<file path="config.mk">
export PLATFORM = sky130hd
export DESIGN_NAME = if_id_stage
export DESIGN_NICKNAME = d
export VERILOG_FILES = /design/src/rtl/if_id_stage_pkg.sv /design/src/rtl/if_id_stage.sv
export SDC_FILE = /design/constraint.sdc
export NUM_CORES = 1
export LEC_CHECK = 0
export CORE_MARGIN = 10
export CORE_UTILIZATION = 57
export CTS_BUF_LIST = sky130_fd_sc_hd__clkbuf_8
export DETAILED_ROUTE_END_ITERATION = 10
export GPL_TIMING_DRIVEN = 0
export PLACE_DENSITY = 0.95
export SLEW_MARGIN = 10
export SYNTH_ARGS = -nofsm -noshare
export SYNTH_HDL_FRONTEND = slang
export SYNTH_SLANG_ARGS = --single-unit
export TNS_END_PERCENT = 50
</file>
<file path="constraint.sdc">
create_clock -name clk -period 3.6 [get_ports clk]
set_input_delay 0.72 -clock clk [delete_from_list [all_inputs] [get_ports clk]]
set_output_delay 0.72 -clock clk [all_outputs]
set_load 0.03 [all_outputs]
</file>
<file path="src/rtl/if_id_stage_pkg.sv">
// Shared pipeline definitions for the fetch stage and the IF/ID register.
package if_id_stage_pkg;

  typedef enum logic [1:0] {
    FETCH   = 2'd0,
    HOLD    = 2'd1,
    DISCARD = 2'd2
  } state_t;

  localparam logic [31:0] NOP_INST         = 32'h0000_0000;
  localparam logic [31:0] DEFAULT_RESET_PC = 32'h0000_0000;

endpackage

</file>
<file path="src/rtl/if_id_stage.sv">
// Instruction fetch plus IF/ID register with a one-entry skid buffer,
// hazard stall, and redirect handling for in-flight fetches.
module if_id_stage
  import if_id_stage_pkg::*;
#(
  parameter logic [31:0] RESET_PC = DEFAULT_RESET_PC
) (
  input  logic        clk,
  input  logic        rst,
  input  logic        stall,
  input  logic        redirect,
  input  logic [31:0] redirect_pc,
  output logic        imem_req,
  output logic [31:0] imem_addr,
  input  logic        imem_ready,
  input  logic [31:0] imem_rdata,
  output logic [31:0] inst_id,
  output logic [31:0] ID_npc,
  output logic        ID_valid
);

  state_t      state;
  logic [31:0] pc;
  logic [31:0] pending_pc;
  logic [31:0] skid;
  logic [31:0] pc_plus4;

  assign pc_plus4  = pc + 32'd4;
  // HOLD already owns the word at pc, so no request is issued there.
  assign imem_req  = !rst && (state != HOLD);
  assign imem_addr = pc;

  always_ff @(posedge clk) begin
    if (rst) begin
      state      <= FETCH;
      pc         <= RESET_PC;
      pending_pc <= 32'h0;
      skid       <= 32'h0;
      inst_id    <= NOP_INST;
      ID_npc     <= 32'h0;
      ID_valid   <= 1'b0;
    end else begin
      case (state)
        FETCH: begin
          if (redirect) begin
            inst_id  <= NOP_INST;
            ID_npc   <= 32'h0;
            ID_valid <= 1'b0;
            skid     <= 32'h0;
            if (imem_ready) begin
              pc <= redirect_pc;
            end else begin
              // The outstanding request must finish at the old address.
              pending_pc <= redirect_pc;
              state      <= DISCARD;
            end
          end else if (imem_ready) begin
            if (!stall) begin
              inst_id  <= imem_rdata;
              ID_npc   <= pc_plus4;
              ID_valid <= 1'b1;
              pc       <= pc_plus4;
            end else begin
              skid  <= imem_rdata;
              state <= HOLD;
            end
          end
        end
        HOLD: begin
          if (redirect) begin
            inst_id  <= NOP_INST;
            ID_npc   <= 32'h0;
            ID_valid <= 1'b0;
            skid     <= 32'h0;
            pc       <= redirect_pc;
            state    <= FETCH;
          end else if (!stall) begin
            inst_id  <= skid;
            ID_npc   <= pc_plus4;
            ID_valid <= 1'b1;
            pc       <= pc_plus4;
            state    <= FETCH;
          end
        end
        DISCARD: begin
          inst_id  <= NOP_INST;
          ID_npc   <= 32'h0;
          ID_valid <= 1'b0;
          if (redirect) pending_pc <= redirect_pc;
          if (imem_ready) begin
            pc    <= redirect ? redirect_pc : pending_pc;
            state <= FETCH;
          end
        end
        default: state <= FETCH;
      endcase
    end
  end

endmodule

</file>
## Word level (Yosys, flattened, before mapping)

Index checks and enable logic that the tools add are counted.
Widths: inputs -> output; s select.

| storage, ports and cells | value |
|---|---|
| output and inout port bits | 98 |
| input port bits | 69 |
| register bits after elaboration | 163 |
| word-level logic and storage cells | 73 |

| operators by class | value |
|---|---|
| $add $sub $neg | 1 |
| equal/unequal tests | 13 |
| multiplexer cells | 40 |
| reductions and logical operators | 12 |

Operators by type and width:

| kind | count |
|---|---|
| $mux 32 | 22 |
| $pmux 32 s3 | 3 |
| $pmux 32 s2 | 2 |
| $add 32x3->32 const B | 1 |
| $ne 3x3->1 const B | 5 |
| $mux 2 | 7 |
| $ne 2x2->1 const B | 5 |
| $reduce_and 4->1 | 2 |
| $pmux 2 s3 | 1 |
| $reduce_and 3->1 | 2 |
| $reduce_and 5->1 | 1 |
| $mux 1 | 4 |
| $reduce_bool 2->1 | 2 |
| $pmux 1 s3 | 1 |
| $reduce_bool 3->1 | 1 |
| $eq 2x1->1 const B | 1 |
| $eq 2x2->1 const B | 1 |
| $logic_not 2->1 | 1 |
| $ne 2x1->1 const B | 1 |
| $reduce_and 2->1 | 1 |
| $logic_and 1x1->1 | 1 |
| $logic_not 1->1 | 1 |

## Depth between registers and ports, before layout

| logic depth | value |
|---|---|
| depth after elaboration | 5 |
| depth in mapped cells | 11 |
| gate-level depth less buffers | 7 |

## Worst setup path before layout

OpenSTA, ideal clock, no wires.

| timing path | value |
|---|---|
| kind | input to output |
| start point | in rst |
| end point | out imem_req |
| slack | 1.163 ns |
| stages on the path | 4 |
| data arrival time | 1.717 ns |
| buffers on the path | 3 |
| required time | 2.880 ns |
| cells stage by stage | clkbuf_1 -> clkbuf_1 -> buf_1 -> nor2_1 |

| between the ends | value |
|---|---|
| cells in the longest elaborated chain, start to end | 2 |

RTL lines:

| item | line | RTL |
|---|---|---|
| from (decl) | if_id_stage.sv:9 | `input logic rst,` |
| $logic_not 1->1 | if_id_stage.sv:30 | `assign imem_req = !rst && (state != HOLD);` |
| $logic_and 1x1->1 | if_id_stage.sv:30 |  |
| to (decl) | if_id_stage.sv:13 | `output logic imem_req,` |

No other way between the ends.

## Final worst setup path

Ends and elaborated chain as after synthesis.

==> summary.txt <==
STA
  • # setup viols final: 0
  • Hold_ws: 0.4541 ns
  • Slew headroom: 45.09%
  • Max-slew violations: 0
  • Least-Margin Pin Slew: 0.8173 ns
  • Final Skew: 0.01793 ns
  • Unrepaired setup endpoints after global routing: false
  • Hold Vio Cnt, Final: 0
  • Setup ws final: 0.2082 ns
  • Period utilization: 94.22%
  • FMAX: 294.8 MHz
  • Final worst path period need: 3.392 ns

Final layout
  • Net count, final: 1,281
  • Share of layout cells above drive strength 1: 4.348%
  • # diodes: 0
  • Most common cell after layout, fill and taps aside: nand2_1
  • Non-Filler Instances: 1,395
  • Area Growth Syn to Fin: 28.61%
  • Fin util: 75.52%
  • Most frequent cells in the layout: nand2_1, clkdlybuf4s50_1, dfxtp_1

Placed design
  • Gpl congestion: 0.9849
  • Pre-CTS setup slack: -0.4927 ns
  • Post-Place Cells: 1,365
  • DP HPWL: 20,180 um
  • Buffers on Ports: 165

Worst setup path
  • Crit path cell chain: dlygate4sd2_1 -> clkbuf_2 -> buf_2 -> nor2_1 -> clkdlybuf4s50_1
  • Max FO, Critical Path: 12
  • WP data required: 2.88 ns
  • Setup crit end kind: output pin
  • Slowest library cell on the worst path: clkdlybuf4s50_1
  • Critical Path Start Type: input pin
  • R2R Path Start: state[1]$_SDFFE_PP0P_
  • Crit Path Class: input pin to output pin
  • Setup crit start: rst
  • Worst path max stage delay: 0.62 ns
  • Arr. time, crit path: 2.67 ns

GRT
  • GRT overflow: 0
  • Initial antenna violation count: 0
  • Vias in the first global route: 8,012
  • Largest net degree at the start of global routing: 17
  • GRT Total Usage: 27.31%
  • First-pass GRT wire length: 41,190 um

Synth
  • Synth warn: 0
  • Count of cell types in the netlist: 62
  • Synthesized Nets: 1,098
  • Ys async rst share: 0%
  • Top FF cell, synth: dfxtp_1
  • Share of the synthesized area in the top cell type: 41.63%
  • Seq/Total Area, Yosys: 41.63%
  • Yosys top cell by area: dfxtp_1
  • #FFs+latches synth: 163
  • EDFF count, synth: 0
  • Syn Area/Cell: 7.654 um2
  • Post-Syn Area: 7838 um2
  • Cells after synthesis: 1,024
  • Largest cells by area after synthesis: dfxtp_1, nand2_1, a21oi_1

Clock tree
  • Reg clk slew, reported paths: 0.08 ns
  • CTS root buf: clkbuf_8
  • Max clock buf depth: 2
  • Post-CTS resize count: 3
  • Max H-tree Level: 4
  • Hold buffers post-CTS: 0
  • Total CTS buffers: 17
  • Skew-Pair Late Insertion Delay: 0.48 ns
  • CTS Sinks: 163
  • CTS tree: yes
  • Setup Buffers After CTS: 0

Floorplan
  • Die width: 137.3 um
  • Core ar.: 13,350 um2
  • Core Rows: 42
  • Starting Density: 58.72%
  • Die H: 137.3 um
  • IO Pins: 167
  • Full die area: 18,840 um2

Drt
  • Routed WL per cell: 19.14 um
  • DRT Pass-1 Iters: 6
  • DR vias: 8,627
  • Drc violations: 0
  • Vias per cell: 6.184
  • Initial DRC Count: 1,225
  • Antenna Violating Nets Remaining: 0
  • Post-Route WL: 26,700 um

Hold path
  • Hold Path Origin: skid[5]$_SDFFE_PP0P_
  • Hold Crit Class: flip-flop to flip-flop

Power and ir drop
  • Leak Pwr: 3.442 nW
  • Power Dens Cells: 436.8 nW/um2
  • Pwr Total: 4.403 mW
  • Worst VDD drop: 0.0003321 V

Status
  • Status: finished clean

Run
  • Total of max-cap violations: 0
==> through the flow <==
step	TNS, ns	instance area, um2
6_report	0	10080
5_1_grt	0	10080
4_1_cts	0	10080
3_5_place_dp	-0.4927	9709
3_3_place_gp	-0.5130	9709
2_1_floorplan	0	7838
==> Yosys cell counts (4+ instances only) <==
master	n
inv_1	9
nand2_1	195
o21ai_0	36
o31ai_1	4
mux2i_1	6
dfxtp_1	163
a211oi_1	6
ha_1	5
a21oi_1	145
and3_1	11
nand2b_1	5
xor2_1	9
xnor2_1	16
nand3b_1	5
o22ai_1	10
a31oi_1	34
nand4_1	6
o211ai_1	11
buf_1	5
or3_1	37
buf_2	9
nor4_1	10
nor3_1	14
nor2_1	36
or4_1	4
clkbuf_1	82
o2bb2ai_1	15
nand3_1	58
nor2b_1	32
==> where the power goes <==
group          total (mW)  switching [mW]  internal [mW]
Combinational        1.10           0.690          0.406
Sequential           2.02          0.0992           1.92
Clock                1.29           0.678          0.608
Total                4.40            1.47           2.94
==> kinds of logic (layout without fill, tap and decap cells) <==
kind of cell | Yosys count | after routing | synth area share, %
compound gates | 286 | 286 | 21.46
xor+xnor | 25 | 25 | 2.794
buf+inv | 106 | 301 | 5.316
flops | 163 | 163 | 41.63
fa+ha+maj | 5 | 5 | 0.7982
mux | 6 | 6 | 0.7663
simple gates | 433 | 433 | 27.24
==> worst max-delay path: cells and delay by family <==
kind	cells	cell delay (ns)
buf+inv	4	1.84
simple gates	1	0.11
==> layout make-up <==
cell class / count / area, um2
multi-input cells: 755 / 4158
well taps: 176 / 220.2
inverters: 9 / 33.78
flip-flops and latches: 163 / 3263
fillers: 1010 / 3268
plain buffers: 96 / 381.6
clock inverters: 10 / 83.83
repair buffers: 165 / 1650
clock buffers: 21 / 289.0
==> final timing paths <==
kind	depth (start not counted)	slack (ns)	end
max	5	0.21	imem_req
min	2	0.45	skid[5]$_SDFFE_PP0P_
max reg2reg	11	0.73	inst_id[15]$_SDFFE_PP0P_
min reg2reg	2	0.45	skid[5]$_SDFFE_PP0P_
==> registers in the layout, summed over array words and instances (netlist names) <==
name / cells
inst_id: 32
ID_valid: 1
skid: 32
state: 2
ID_npc: 32
pending_pc: 32
imem_addr: 32
==> routing by layer <==
layer	vias to the layer above	track usage, %	part of all wire, %
met1	3989	31.39	38
met2	583	46.79	48
li1	3974	-	-
met3	81	8.121	12
met5	-	0	0
met4	0	10.42	2.9
(Power assumes the default switching activity.)
